<file path="config.mk">
export PLATFORM = sky130hd
export DESIGN_NAME = face_sprite_reader
export DESIGN_NICKNAME = d
export VERILOG_FILES = /design/src/rtl/face_pkg.sv /design/src/rtl/pipe_delay.sv /design/src/rtl/face_sprite_reader.sv
export SDC_FILE = /design/constraint.sdc
export NUM_CORES = 1
export LEC_CHECK = 0
export CORE_MARGIN = 2
export CORE_UTILIZATION = 46
export CTS_CLUSTER_DIAMETER = 100
export DETAILED_ROUTE_END_ITERATION = 7
export GPL_TIMING_DRIVEN = 0
export MAX_ROUTING_LAYER = met4
export PLACE_DENSITY = 0.91
export SLEW_MARGIN = 20
export SYNTH_ARGS = -nofsm -noshare
export SYNTH_HDL_FRONTEND = slang
export SYNTH_SLANG_ARGS = --single-unit
</file>
<file path="constraint.sdc">
create_clock -name clk -period 5.35 [get_ports clk]
set_input_delay 1.07 -clock clk [delete_from_list [all_inputs] [get_ports clk]]
set_output_delay 1.07 -clock clk [all_outputs]
set_load 0.005 [all_outputs]
</file>
<file path="src/rtl/face_pkg.sv">
// Shared face-selection types: face index encoding, reader control states, colour key.
// Pure declarations; no latency or backpressure.
package face_pkg;

    localparam int FACE_NUM_IMAGES = 8;
    localparam int FACE_IDX_W      = $clog2(FACE_NUM_IMAGES);

    typedef logic [FACE_IDX_W-1:0] face_idx_t;

    typedef enum logic [1:0] {
        WAIT_FRAME,
        REQ,
        SETTLE,
        LATCH
    } ctrl_state_t;

    localparam logic [15:0] TRANSPARENT_KEY = 16'hF81F;

endpackage

</file>
<file path="src/rtl/pipe_delay.sv">
// Fixed-depth shift register with async clear; latency DEPTH cycles.
// Always accepts a new word each cycle; no backpressure.
module pipe_delay #(
    parameter int DEPTH = 2,
    parameter int WIDTH = 1
) (
    input  logic             clk,
    input  logic             rst,
    input  logic [WIDTH-1:0] din,
    output logic [WIDTH-1:0] dout
);

    logic [WIDTH-1:0] stage [DEPTH];

    always_ff @(posedge clk or posedge rst) begin
        if (rst) begin
            for (int i = 0; i < DEPTH; i++) stage[i] <= '0;
        end else begin
            stage[0] <= din;
            for (int i = 1; i < DEPTH; i++) stage[i] <= stage[i-1];
        end
    end

    assign dout = stage[DEPTH-1];

endmodule

</file>
<file path="src/rtl/face_sprite_reader.sv">
// Per-frame face latch plus sprite-ROM address generation and keyed pixel output.
// Pixel latency 1 + ROM_LATENCY cycles; fully pipelined, never stalls.
module face_sprite_reader
    import face_pkg::*;
#(
    parameter int               NUM_IMAGES  = 8,
    parameter int               SPRITE_W    = 64,
    parameter int               SPRITE_H    = 64,
    parameter int               ROM_LATENCY = 2,
    parameter int               PIX_W       = 16,
    parameter logic [PIX_W-1:0] TRANSPARENT = PIX_W'(TRANSPARENT_KEY)
) (
    input  logic                                          clk,
    input  logic                                          rst,
    input  logic                                          frame_start,
    input  logic [$clog2(NUM_IMAGES)-1:0]                 face_state,
    input  logic [10:0]                                   hcount,
    input  logic [9:0]                                    vcount,
    input  logic [10:0]                                   x_pos,
    input  logic [9:0]                                    y_pos,
    output logic                                          update_face,
    output logic [$clog2(NUM_IMAGES*SPRITE_W*SPRITE_H)-1:0] rom_addr,
    input  logic [PIX_W-1:0]                              rom_data,
    output logic [$clog2(NUM_IMAGES)-1:0]                 active_face,
    output logic [PIX_W-1:0]                              pixel_out,
    output logic                                          pixel_valid
);

    localparam int WB = $clog2(SPRITE_W);
    localparam int HB = $clog2(SPRITE_H);

    ctrl_state_t state;
    logic        settle_cnt;

    // update_face is set on the transition into REQ so it is high for exactly that cycle.
    always_ff @(posedge clk or posedge rst) begin
        if (rst) begin
            state       <= WAIT_FRAME;
            update_face <= 1'b0;
            settle_cnt  <= 1'b0;
            active_face <= '0;
        end else begin
            update_face <= 1'b0;
            case (state)
                WAIT_FRAME: begin
                    if (frame_start) begin
                        state       <= REQ;
                        update_face <= 1'b1;
                    end
                end
                REQ: begin
                    state      <= SETTLE;
                    settle_cnt <= 1'b0;
                end
                SETTLE: begin
                    settle_cnt <= 1'b1;
                    if (settle_cnt) state <= LATCH;
                end
                LATCH: begin
                    active_face <= face_state;
                    state       <= WAIT_FRAME;
                end
                default: state <= WAIT_FRAME;
            endcase
        end
    end

    // Window bounds are one bit wider so a sprite hanging off the raster clips instead of wrapping.
    logic [11:0]   x_end;
    logic [10:0]   y_end;
    logic          in_win;
    logic [WB-1:0] dx;
    logic [HB-1:0] dy;

    assign x_end  = {1'b0, x_pos} + 12'(SPRITE_W);
    assign y_end  = {1'b0, y_pos} + 11'(SPRITE_H);
    assign in_win = (hcount >= x_pos) && ({1'b0, hcount} < x_end) &&
                    (vcount >= y_pos) && ({1'b0, vcount} < y_end);
    assign dx     = hcount[WB-1:0] - x_pos[WB-1:0];
    assign dy     = vcount[HB-1:0] - y_pos[HB-1:0];

    logic win_q;
    logic win_d;

    always_ff @(posedge clk or posedge rst) begin
        if (rst) begin
            rom_addr <= '0;
            win_q    <= 1'b0;
        end else begin
            win_q <= in_win;
            if (in_win) rom_addr <= {active_face, dy, dx};
        end
    end

    pipe_delay #(
        .DEPTH (ROM_LATENCY),
        .WIDTH (1)
    ) u_win_pipe (
        .clk  (clk),
        .rst  (rst),
        .din  (win_q),
        .dout (win_d)
    );

    assign pixel_valid = win_d && (rom_data != TRANSPARENT);
    assign pixel_out   = pixel_valid ? rom_data : '0;

endmodule

</file>
### Word-level counts from Yosys, hierarchy flattened

Cells that the tools add are included.

| cells by class | value |
|---|---|
| $lt $le $gt $ge | 4 |
| shifts and indexed selects | 0 |
| equal/unequal tests | 6 |
| div/mod/pow operators | 0 |
| muxes and demuxes | 7 |
| bitwise operators | 0 |
| multiply operators | 0 |
| add/sub/neg operators | 4 |
| reduce and logical (&&, ||, !) cells | 7 |

Operators with widths:

| operator | number |
|---|---|
| $mux W16 | 1 |
| $ne A16 B16 Y1 const B | 1 |
| $add A11 B7 Y12 const B | 1 |
| $lt A11 B12 Y1 | 1 |
| $sub A6 B6 Y6 | 2 |
| $add A10 B7 Y11 const B | 1 |
| $ge A11 B11 Y1 | 1 |
| $lt A10 B11 Y1 | 1 |
| $ge A10 B10 Y1 | 1 |
| $pmux W2 S4 | 1 |
| $eq A2 B2 Y1 const B | 2 |
| $logic_and A1 B1 Y1 | 4 |
| $mux W2 | 2 |
| $ne A2 B2 Y1 const B | 2 |
| $eq A2 B1 Y1 const B | 1 |
| $logic_not A2 Y1 | 1 |
| $mux W1 | 2 |
| $pmux W1 S2 | 1 |
| $reduce_and A2 Y1 | 1 |
| $reduce_bool A2 Y1 | 1 |

| word-level totals | value |
|---|---|
| memory bits (read-only) | 0 |
| RAM bits | 0 |
| register bits after elaboration | 25 |
| output and inout port bits | 36 |
| bits in latches | 0 |
| input bits | 64 |
| logic and storage cells | 36 |
| memories | 0 |

### Logic depth before layout (Yosys ltp)

Gate-level depths: netlist (run 1).

| logic depth | value |
|---|---|
| depth in word-level cells | 5 |
| mapped depth | 11 |
| depth with buffers taken out | 10 |

### Hierarchy

From an unflattened synthesis (run 1), not the netlist that was laid out.

| second synthesis, totals | value |
|---|---|
| cells, all modules | 227 |
| area total of the unflattened synthesis | 2227.1 µm² |

Modules (own cells, without submodules):

| module | area each (µm²) | times used | seq. area each (µm²) | cells an instance |
|---|---|---|---|---|
| face_sprite_reader | 2173.3 | 1 | 575.6 | 224 |
| pipe_delay | 53.8 | 1 | 50.0 | 3 |

### Least setup slack after synthesis (run 1)

Ideal clock, no wire load.

| timing path | value |
|---|---|
| path type | input to output |
| from | input rom_data[8] |
| to | output pixel_out[10] |
| data required time | 4.280 ns |
| buffers on the path | 1 |
| arrival time | 2.549 ns |
| stages on the path | 4 |
| path slack | 1.731 ns |
| cells stage by stage | or4b_2 -> o41a_1 -> clkbuf_1 -> and2_1 |

| between the ends | value |
|---|---|
| word-level cells in the longest chain between the ends | 3 |

RTL lines:

| element | line | source |
|---|---|---|
| start, declared | face_sprite_reader.sv:23 | `input logic [PIX_W-1:0] rom_data,` |
| $ne A16 B16 Y1 | face_sprite_reader.sv:105 | `assign pixel_valid = win_d && (rom_data != TRANSPARENT);` |
| $logic_and A1 B1 Y1 | face_sprite_reader.sv:105 |  |
| via pixel_valid | face_sprite_reader.sv:26 | `output logic pixel_valid` |
| $mux W16 | face_sprite_reader.sv:106 | `assign pixel_out = pixel_valid ? rom_data : '0;` |
| end, declared | face_sprite_reader.sv:25 | `output logic [PIX_W-1:0] pixel_out,` |

The timed path passes the listed nets, and every way through them passes these cells.

### Final worst setup path (run 1)

| timing path | value |
|---|---|
| from | input rom_data[8] |
| to | output pixel_out[4] |

| between the ends | value |
|---|---|
| word-level cells in the longest chain between the ends | 3 |

RTL lines:

| element | line |
|---|---|
| $ne A16 B16 Y1 | face_sprite_reader.sv:105 |
| $logic_and A1 B1 Y1 | face_sprite_reader.sv:105 |
| $mux W16 | face_sprite_reader.sv:106 |

No other way between the ends.

==> results of run 1 <==
Yosys cell counts (all sizes together), types with 2 or more instances:
library cell | n | share of area
inv | 37 | 0.063
a21oi | 14 | 0.032
dfrtp | 25 | 0.28
nand3 | 4 | 0.0091
a31oi | 5 | 0.014
mux2 | 14 | 0.080
xnor2 | 10 | 0.040
and2 | 18 | 0.051
fa | 2 | 0.018
ha | 36 | 0.20
nand4 | 4 | 0.018
nor2 | 5 | 0.0085
nor2b | 5 | 0.014
nand2 | 6 | 0.010
a21o | 9 | 0.031
mux2i | 4 | 0.018
xor2 | 2 | 0.0079
o21ai | 8 | 0.018
power by group through the flow:
stage,clock network [mW],logic (mW),registers (mW)
after floorplan,0,0.228,0.324
after global placement,0,0.475,0.322
after detailed placement,0,0.490,0.326
after CTS,0.114,0.497,0.324
after global routing,0.122,0.540,0.335
final,0.111,0.493,0.323
flip-flops by register name, summed over array words and instances, names as in the netlist:
signal,cells
u_win_pipe.stage,1
settle_cnt,1
state,2
u_win_pipe.dout,1
active_face,3
win_q,1
rom_addr,15
update_face,1
through the flow:
step	cells	cell area [um2]	setup slack, ps	hold slack, ps	utilization
final	385	3310	762	366	0.706
after global routing	385	3310	678	369	0.706
after CTS	385	3310	748	369	0.706
after detailed placement	381	3270	749	350	0.697
after global placement	381	3270	787	333	0.697
after floorplan	228	2210	1730	331	-
metal layers:
layer / part of all wire / wire [um]
met5: 0 / 0
met4: 0.0063 / 32
met3: 0.089 / 449
met2: 0.52 / 2650
met1: 0.38 / 1940
cell families (layout without fill, tap and decap cells):
kind of cell	Yosys count	count (layout)
xor+xnor	12	12
buf+inv	39	142
mux	18	18
simple gates	48	48
compound gates	48	48
flops	25	25
fa+ha+maj	38	38
worst max-delay path, cell delays in order:
cell and delay, ps:
sky130_fd_sc_hd__clkdlybuf4s50_1 410, sky130_fd_sc_hd__or4b_2 680, sky130_fd_sc_hd__o41a_1 500, sky130_fd_sc_hd__clkbuf_1 200
sky130_fd_sc_hd__and2_1 210, sky130_fd_sc_hd__clkdlybuf4s50_1 450
cell type report:
cell class              instances  area (um2)
plain buffers                   2        15.0
clock buffers                   4        45.0
fillers                       382        1380
inverters                      37         139
multi-input cells             164        1430
flip-flops and latches         25         626
well taps                      54        67.6
repair buffers                 99         991
path summary, 6_finish.rpt:
| check | from | end |
|---|---|---|
| setup / recovery | rom_data[8] | pixel_out[4] |
| hold / removal | u_win_pipe.stage[1]$_DFF_PP0_ | u_win_pipe.dout$_DFF_PP0_ |
| max in group asynchronous | rst | win_q$_DFF_PP0_ |
| min in group asynchronous | rst | rom_addr[3]$_DFFE_PP0P_ |
| setup reg to reg | state[0]$_DFFE_PP0P_ | state[0]$_DFFE_PP0P_ |
| hold reg to reg | u_win_pipe.stage[1]$_DFF_PP0_ | u_win_pipe.dout$_DFF_PP0_ |
==> impl_metrics.prom, run 1 <==
# TYPE chip_impl_metric gauge
chip_impl_metric{name="drtPass1Iterations",unit=""} 4
chip_impl_info{name="root_cell_of_the_clock_tree",value="sky130_fd_sc_hd__clkbuf_8"} 1
chip_impl_metric{name="fmax",unit="MHz"} 218
chip_impl_metric{name="clock_latency",unit="ps"} 270
chip_impl_metric{name="die_footprint",unit="um2"} 5370
chip_impl_metric{name="hold-path-cell-count",unit=""} 0
chip_impl_metric{name="port_buffers",unit=""} 99
chip_impl_metric{name="power_report.internal_total",unit="mW"} 0.637
chip_impl_metric{name="finish.net_count",unit=""} 434
chip_impl_metric{name="required",unit="ps"} 4280
chip_impl_metric{name="max_slew_margin",unit=""} 0.388
chip_impl_metric{name="timing.final.crit_period",unit="ps"} 4590
chip_impl_metric{name="post_synth.cell_area_avg",unit="um2"} 9.69
chip_impl_info{name="startpoint_type",value="input pin"} 1
chip_impl_metric{name="worst-path-max-fanout",unit=""} 10
chip_impl_info{name="synthFlopType",value="sky130_fd_sc_hd__dfrtp_1"} 1
chip_impl_metric{name="synth.net_count",unit=""} 330
chip_impl_metric{name="synth.area.mux_share",unit=""} 0.0980
chip_impl_metric{name="synth_simple_gate_area_share",unit=""} 0.134
chip_impl_metric{name="grt_antenna_before_repair",unit=""} 0
chip_impl_info{name="grt_most_used_layer",value="met2"} 1
chip_impl_info{name="crit_type",value="input pin to primary output"} 1
chip_impl_metric{name="row_count",unit=""} 25
chip_impl_info{name="critical_path.endpoint_type",value="primary output"} 1
chip_impl_metric{name="r2r_setup_slack",unit="ps"} 4040
chip_impl_metric{name="post-layout-total-power",unit="mW"} 0.927
chip_impl_metric{name="postCtsSetupRepairBufs",unit=""} 0
chip_impl_metric{name="grt_max_degree",unit=""} 26
chip_impl_metric{name="routed_wire_length_per_instance",unit="um"} 13.2
chip_impl_metric{name="initial_utilization",unit=""} 0.471
chip_impl_metric{name="ir_drop",unit="mV"} 0.139
chip_impl_metric{name="drv_cap",unit=""} 0
chip_impl_metric{name="grt_overflow_total",unit=""} 0
chip_impl_metric{name="max_transition_viols_final",unit=""} 0
chip_impl_metric{name="synth-warning-count",unit=""} 0
chip_impl_metric{name="async_flop_share",unit=""} 1.00
chip_impl_metric{name="post_synth_num_cell_types",unit=""} 40
chip_impl_metric{name="ys_seq_area_frac",unit=""} 0.283
chip_impl_metric{name="fin_skew",unit="ps"} 1.60
chip_impl_metric{name="path_clk_slew",unit="ps"} 80
chip_impl_info{name="combinational_family_with_the_most_area_after_synthesis",value="adder cells"} 1
chip_impl_metric{name="antenna_left",unit=""} 0
chip_impl_metric{name="synth_compound_area_frac",unit=""} 0.146
chip_impl_metric{name="use_met2",unit=""} 0.364
chip_impl_metric{name="power.density_cell_area",unit="nW/um2"} 280
chip_impl_metric{name="p_clk_frac",unit=""} 0.119
chip_impl_metric{name="worst_case_clock_buffer_depth",unit=""} 2
chip_impl_metric{name="numCtsBuffers",unit=""} 3
chip_impl_metric{name="num_vias",unit=""} 1999
chip_impl_metric{name="sequentialPowerShare",unit=""} 0.349
chip_impl_metric{name="die_w",unit="um"} 73.3
chip_impl_metric{name="first_global_vias",unit=""} 1864
chip_impl_metric{name="reg2regPathDepth",unit=""} 5
chip_impl_metric{name="synth-edff-count",unit=""} 0
chip_impl_metric{name="mappedNetlistArea",unit="um2"} 2210
chip_impl_metric{name="data_arrival_time_of_the_critical_path",unit="ps"} 3520
chip_impl_info{name="unrepaired_setup_endpoints_after_global_routing",value="false"} 1
chip_impl_metric{name="adder_and_majority_gate_portion_of_the_synthesized_area",unit=""} 0.222
chip_impl_metric{name="grt_use_total",unit=""} 0.198
chip_impl_metric{name="core",unit="um2"} 4690
chip_impl_metric{name="power_leakage",unit="nW"} 1.61
chip_impl_metric{name="dp_hpwl",unit="mm"} 4.35
chip_impl_metric{name="switching_fraction",unit=""} 0.313
chip_impl_metric{name="synthToLayoutAreaGrowth",unit="%"} 49.9
chip_impl_info{name="run_status",value="complete, no violations"} 1
chip_impl_metric{name="cts_htree_levels",unit=""} 1
chip_impl_metric{name="gr-usage-met1",unit=""} 0.217
chip_impl_metric{name="drt_first_iter_violations",unit=""} 26
chip_impl_info{name="mostFrequentLayoutCell",value="sky130_fd_sc_hd__clkdlybuf4s50_1"} 1
chip_impl_metric{name="finalHoldViolations",unit=""} 0
chip_impl_metric{name="drive_gt1_frac",unit=""} 0.0634
chip_impl_metric{name="setup_total_negative_slack",unit="ps"} 0
chip_impl_metric{name="post-route-period-util",unit=""} 0.858
chip_impl_metric{name="tightestPinTransition",unit="ps"} 918
chip_impl_metric{name="global_route_wire_length_before_repair",unit="mm"} 8.14
chip_impl_info{name="holdCritPathClass",value="flip-flop to flip-flop"} 1
chip_impl_metric{name="gate_count_of_the_mapped_netlist",unit=""} 228
chip_impl_metric{name="met3_usage",unit=""} 0.0521
chip_impl_metric{name="ctsHoldBuffers",unit=""} 0
chip_impl_metric{name="total_switching_power",unit="mW"} 0.290
chip_impl_info{name="commonest_non_fill_non_tap_cells_in_the_layout",value="sky130_fd_sc_hd__clkdlybuf4s50_1, sky130_fd_sc_hd__inv_1, sky130_fd_sc_hd__ha_1, sky130_fd_sc_hd__dfrtp_1, sky130_fd_sc_hd__and2_1"} 1
chip_impl_metric{name="count_of_inserted_antenna_diode_cells",unit=""} 0
chip_impl_metric{name="power_frac_comb",unit=""} 0.532
chip_impl_metric{name="routed_wirelength",unit="mm"} 5.07
chip_impl_metric{name="die-height",unit="um"} 73.3
chip_impl_metric{name="clock-sinks",unit=""} 25
chip_impl_metric{name="synth.ff_latch_count",unit=""} 25
chip_impl_metric{name="yosys.area_share.xor_xnor",unit=""} 0.0476
chip_impl_info{name="tritoncts",value="yes"} 1
chip_impl_metric{name="post-route-drc-count",unit=""} 0
chip_impl_metric{name="setup_viol_count_final",unit=""} 0
chip_impl_metric{name="vias_per_cell",unit=""} 5.19
chip_impl_metric{name="gpl.final_weighted_congestion",unit=""} 0.851
chip_impl_metric{name="io-pin-count",unit=""} 100
chip_impl_metric{name="cts-resized-gates",unit=""} 0
Note: power is estimated with default switching activity, not from simulation.
==> run 2: changes to the inputs <==
CAP_MARGIN = 15   (was default)
==> results of run 2 <==
No change in the layout: final DEF, timing and power equal those of run 1.
